[config.mk]
export PLATFORM = sky130hd
export DESIGN_NAME = bin_to_bcd_seq
export DESIGN_NICKNAME = d
export VERILOG_FILES = /design/src/rtl/bcd_pkg.sv /design/src/rtl/bcd_add3_digit.sv /design/src/rtl/bin_to_bcd_seq.sv
export SDC_FILE = /design/constraint.sdc
export NUM_CORES = 1
export LEC_CHECK = 0
export CORE_ASPECT_RATIO = 1.2
export CORE_UTILIZATION = 50
export DETAILED_ROUTE_END_ITERATION = 8
export GPL_TIMING_DRIVEN = 0
export PLACE_DENSITY = 0.74
export SLEW_MARGIN = 20
export SYNTH_ARGS = -nofsm -noshare
export SYNTH_HDL_FRONTEND = slang
export SYNTH_SLANG_ARGS = --single-unit
[constraint.sdc]
create_clock -name clk -period 1.95 [get_ports clk]
set_input_delay 0.195 -clock clk [delete_from_list [all_inputs] [get_ports clk]]
set_output_delay 0.195 -clock clk [all_outputs]
set_load 0.01 [all_outputs]
[src/rtl/bcd_pkg.sv]
`default_nettype none
// ============================================================================
//  Module  : bcd_pkg
//  Brief   : Shared types, constants and elaboration helpers for the
//            sequential binary-to-BCD converter.
//  Revision: 1.0  initial release
// ============================================================================
package bcd_pkg;

    // Converter FSM states
    typedef enum logic [1:0] {
        IDLE  = 2'd0,
        SHIFT = 2'd1,
        DONE  = 2'd2
    } state_t;

    // Bits per BCD digit
    localparam int BCD_DIGIT_W     = 4;
    // Digits at or above this value get +3 before the shift
    localparam int BCD_ADD3_THRESH = 5;

    // Shift counter width: must hold the values 0..bin_w
    function automatic int cnt_w(input int bin_w);
        return $clog2(bin_w + 1);
    endfunction

    // True when 'digits' decimal digits can represent every bin_w-bit value
    function automatic bit digits_ok(input int bin_w, input int digits);
        longint unsigned v_cap;
        longint unsigned v_max;
        v_max = (64'd1 << bin_w) - 64'd1;
        v_cap = 64'd1;
        for (int i = 0; i < digits; i++) begin
            if (v_cap <= v_max) begin
                v_cap = v_cap * 64'd10;
            end
        end
        return (v_cap > v_max);
    endfunction

endpackage : bcd_pkg
`default_nettype wire

[src/rtl/bcd_add3_digit.sv]
`default_nettype none
// ============================================================================
//  Module  : bcd_add3_digit
//  Brief   : Combinational shift-and-add-3 correction for one BCD digit:
//            digits 5..9 get +3 so the following left shift carries into
//            the next decade correctly.
//  Revision: 1.0  initial release
// ============================================================================
module bcd_add3_digit
    import bcd_pkg::*;
(
    input  logic [BCD_DIGIT_W-1:0] i_digit,
    output logic [BCD_DIGIT_W-1:0] o_digit
);

    // Digits 10..15 never reach this stage, so the 4-bit sum cannot overflow
    always_comb begin
        o_digit = i_digit;
        if (i_digit >= BCD_DIGIT_W'(BCD_ADD3_THRESH)) begin
            o_digit = i_digit + BCD_DIGIT_W'(3);
        end
    end

endmodule : bcd_add3_digit
`default_nettype wire

[src/rtl/bin_to_bcd_seq.sv]
`default_nettype none
// ============================================================================
//  Module  : bin_to_bcd_seq
//  Brief   : Sequential binary-to-BCD converter, one bit per clock using
//            shift-and-add-3. Start/done handshake; result held stable
//            between conversions. Feeds the BCD-to-Excess-3 coder.
//  Revision: 1.0  initial release
// ============================================================================
module bin_to_bcd_seq
    import bcd_pkg::*;
#(
    parameter int BIN_W  = 8,
    parameter int DIGITS = 3
) (
    input  logic                          clk,
    input  logic                          rst_n,
    input  logic                          start,
    input  logic [BIN_W-1:0]              bin_in,
    output logic                          busy,
    output logic                          done,
    output logic [BCD_DIGIT_W*DIGITS-1:0] bcd_out
);

    localparam int c_WORK_W = BCD_DIGIT_W * DIGITS;
    localparam int c_CNT_W  = cnt_w(BIN_W);

    // Refuse to build a converter whose digit count cannot hold the operand
    if (!digits_ok(BIN_W, DIGITS)) begin : g_digits_check
        $fatal(1, "bin_to_bcd_seq: DIGITS too small for BIN_W");
    end

    state_t                r_state;
    state_t                w_state_nxt;
    logic [BIN_W-1:0]      r_sreg;
    logic [c_WORK_W-1:0]   r_work;
    logic [c_CNT_W-1:0]    r_cnt;
    logic [c_WORK_W-1:0]   r_bcd;

    logic [c_WORK_W-1:0]       w_work_adj;
    logic [c_WORK_W+BIN_W-1:0] w_cat;
    logic [c_WORK_W-1:0]       w_work_nxt;
    logic [BIN_W-1:0]          w_sreg_nxt;
    logic                      w_last;
    logic                      w_load;
    logic                      w_shift;
    logic                      w_capture;

    // One add-3 corrector per decade of the working register
    for (genvar k = 0; k < DIGITS; k++) begin : g_digit
        bcd_add3_digit u_add3 (
            .i_digit (r_work[k*BCD_DIGIT_W +: BCD_DIGIT_W]),
            .o_digit (w_work_adj[k*BCD_DIGIT_W +: BCD_DIGIT_W])
        );
    end

    // Corrected digits and remaining operand bits shift left as one word
    assign w_cat      = {w_work_adj, r_sreg} << 1;
    assign w_work_nxt = w_cat[c_WORK_W+BIN_W-1:BIN_W];
    assign w_sreg_nxt = w_cat[BIN_W-1:0];
    assign w_last     = (r_cnt == c_CNT_W'(BIN_W - 1));
    assign bcd_out    = r_bcd;

    // State register
    always_ff @(posedge clk or negedge rst_n) begin
        if (!rst_n) begin
            r_state <= IDLE;
        end else begin
            r_state <= w_state_nxt;
        end
    end

    // Next-state, datapath controls and status decode
    always_comb begin
        w_state_nxt = r_state;
        w_load      = 1'b0;
        w_shift     = 1'b0;
        w_capture   = 1'b0;
        busy        = 1'b0;
        done        = 1'b0;
        case (r_state)
            IDLE: begin
                if (start) begin
                    w_load      = 1'b1;
                    w_state_nxt = SHIFT;
                end
            end
            SHIFT: begin
                busy    = 1'b1;
                w_shift = 1'b1;
                if (w_last) begin
                    w_capture   = 1'b1;
                    w_state_nxt = DONE;
                end
            end
            DONE: begin
                done = 1'b1;
                if (start) begin
                    w_load      = 1'b1;
                    w_state_nxt = SHIFT;
                end else begin
                    w_state_nxt = IDLE;
                end
            end
            default: begin
                w_state_nxt = IDLE;
            end
        endcase
    end

    // Operand/work shift registers, bit counter and held result
    always_ff @(posedge clk or negedge rst_n) begin
        if (!rst_n) begin
            r_sreg <= '0;
            r_work <= '0;
            r_cnt  <= '0;
            r_bcd  <= '0;
        end else begin
            if (w_load) begin
                r_sreg <= bin_in;
                r_work <= '0;
                r_cnt  <= '0;
            end else if (w_shift) begin
                r_sreg <= w_sreg_nxt;
                r_work <= w_work_nxt;
                r_cnt  <= r_cnt + c_CNT_W'(1);
            end
            if (w_capture) begin
                r_bcd <= w_work_nxt;
            end
        end
    end

endmodule : bin_to_bcd_seq
`default_nettype wire

==> run summary <==
Pwr Density = 1720 mW/mm²
status = completed
WP data required = 2.16 ns
Final Wtd Congestion = 0.773
FILL cells = 299
Mapped Nets = 183
final wirelength = 3450 µm
Synth Area per Inst = 10.7 µm²
gr ovfl total = 0
top routing layer used = met4
Setup Total Neg Slack = 0 ns
top post-synthesis cells by count = 38 x dfrtp_1, 23 x nand2_1, 11 x a21oi_1, 11 x o21ai_0
Worst EP arrival = 1.90 ns
EDFF count, synth = 0
Final Core Density = 64.9%
Worst Path Max Fanout = 5
Clock Tree Root = clkbuf_8
Buffers on Ports = 24
Crit. End Element = flip-flop
antenna-violating nets left = 0
IR drop worst, VDD = 1.00 mV
post-synthesis simple-gate area fraction = 14.8%
Die X = 56.3 µm
Starting Density = 52.5%
total placed cells including tap cells = 227
Yosys cell types = 23
Synth Area in Compound Gates = 14.7%
DRT Pass-1 Iters = 4
Avg Vias per Cell = 5.66
mux contribution to synthesized area = 5.59%
crit path kind = flip-flop to flip-flop
Overall Global Routing Usage = 20.7%
largest family of logic cells by synthesized area = simple AND/OR/NAND/NOR gates
Mapped Cells = 165
Core Area = 0.00337 mm²
Tcrit/Tclk final = 86.8%
R2R Path End = r_work[2]
final hold vios = 0
wire length on met2 = 1870 µm
RSZ-0062 raised after global routing = false
Slew HR = 63.1%
# H-tree levels = 2
# nets final = 216
Tot Pwr = 3760 µW
clk sink count = 38
Post-route DRC = 0
final setup violation count = 0
initial antenna violation count = 0
# IOs = 25
Synth area leader = dfrtp_1
antenna cells = 0
initial DRC count = 27
Reg2Reg Setup Slack = 0.26 ns
Setup Skew = 0.00738 ns
crit path from = r_work[0]
top-area cell type share of the netlist area = 53.8%
Max clock buf depth = 2
total CTS buffers = 5
WL/cell = 14.6 µm
wire length on met1 = 1430 µm
worst hold path class = input port to asynchronous set/reset pin
Worst Hold Slack = 0.363 ns
number of synthesized register bits = 38
Area growth syn-to-layout = 23.7%
leakage = 0.000992 µW
cells on worst reg2reg path = 6
clk_lat worst skew = 0.29 ns
first-pass GRT wire length = 5920 µm
FP Rows = 23
Reg2Reg Launch Point = r_work[0]
final HPWL from detailed placement = 2430 µm
number of global-route vias before repair = 1345
Synthesis Warnings = 0
Top FF cell, synth = dfrtp_1
routed via count = 1335
CTS tree = built
Setup crit start kind = flip-flop
maxcap violations = 0
metal3 WL = 109 µm
share of cells above drive strength 1 = 14.6%
Die ar. = 0.00378 mm²
Die Ht = 67.1 µm
Cell Area, Synth = 0.00177 mm²
final cell count without fillers = 236
final worst path period need = 1.69 ns
largest net degree at the start of global routing = 25
fmax = 591 MHz
fin. max-slew vios = 0
most numerous cell in the Yosys netlist = dfrtp_1
adder-cell share of the synthesized area = 4.96%
clock-pin slew on the worst setup and hold paths = 0.08 ns
asr flop ratio synth = 100%
post-synthesis sequential area ratio = 53.8%
synth top area cells = dfrtp_1 54%, ha_1 5.0%, nand2_1 4.9%
Synth Area in XOR/XNOR = 1.98%
Worst Max-Slew Pin Slew = 0.551 ns
crit path to = r_work[2]
through the flow:
step / setup slack (ns) / instance area (µm²)
floorplan: 0.435 / 1770
global placement: -0.158 / 2050
detailed placement: 0.149 / 2080
CTS: 0.251 / 2190
global route: 0.149 / 2190
finish: 0.258 / 2190
worst min path at each step:
stage	endpoint	slack, ns	cells past startpoint
6_report	bcd_out[8]	0.36	2
5_1_grt	bcd_out[8]	0.39	2
4_1_cts	bcd_out[8]	0.37	2
3_5_place_dp	r_work[6]	0.13	1
3_3_place_gp	r_sreg[5]	0.46	2
2_1_floorplan	bcd_out[0]	-0.10	0
cell families after synthesis:
family,after synthesis
AND/OR/NAND/NOR,53
buffers and inverters,14
multiplexers,9
XOR/XNOR,4
AO/OA/AOI/OAI,40
adder cells (fa/ha/maj),7
flip-flops,38
cells in the final DEF (no fill, tap or decap), types with 2 or more instances in the layout:
cell type,instances
clkdlybuf4s50_1,22
a22o_1,8
a21oi_2,3
xnor2_1,4
dfrtp_1,38
nor3_1,3
ha_1,7
nand2b_1,5
buf_6,3
o21ai_0,11
nand2_1,23
mux2_2,7
nor3b_1,5
buf_2,5
inv_1,6
nand3_1,5
clkbuf_8,6
mux2i_1,2
a21oi_1,11
a22oi_1,7
nor2_1,8
power by group:
group	total [µW]	internal (µW)	switching (µW)
clock network	551	284	267
registers	1430	1150	274
logic	1780	893	888
repair_timing:
action / 4_1_cts / 5_1_grt
endpoints found under the hold margin: 14 / 0
setup buffers: 0 / 0
hold buffers: 1 / 0
setup endpoints to repair: 1 / 0
gates resized for setup: 4 / 0
state kept, by name, summed over array words and instances (netlist names):
name and cells:
r_sreg 8, r_state 2, bcd_out 12, r_cnt 4, r_work 12
final cells by class:
| class | instances | area, µm² | area share (%) |
|---|---|---|---|
| Clock buffer | 6 | 82.6 | 3.78 |
| Clock inverter | 2 | 12.5 | 0.572 |
| Sequential cell | 38 | 951 | 43.5 |
| Multi-Input combinational cell | 113 | 742 | 33.9 |
| Tap cell | 37 | 46.3 | 2.12 |
| Inverter | 7 | 26.3 | 1.20 |
| Buffer | 7 | 53.8 | 2.46 |
| Timing Repair Buffer | 26 | 272 | 12.4 |
worst max-delay path, stage by stage, from the launching register on:
cell	delay (ns)
dfrtp_1	0.43
inv_1	0.08
ha_1	0.23
nand2b_1	0.09
a21oi_1	0.26
mux2_2	0.38
o21ai_0	0.14
per-layer routing:
| metal | up-vias | track usage, % |
|---|---|---|
| met5 | - | 0 |
| met4 | 0 | 7.62 |
| met3 | 4 | 5.24 |
| met2 | 23 | 37.2 |
| met1 | 667 | 24.1 |
| li1 | 641 | - |
Power figures use the tool's default switching activity.
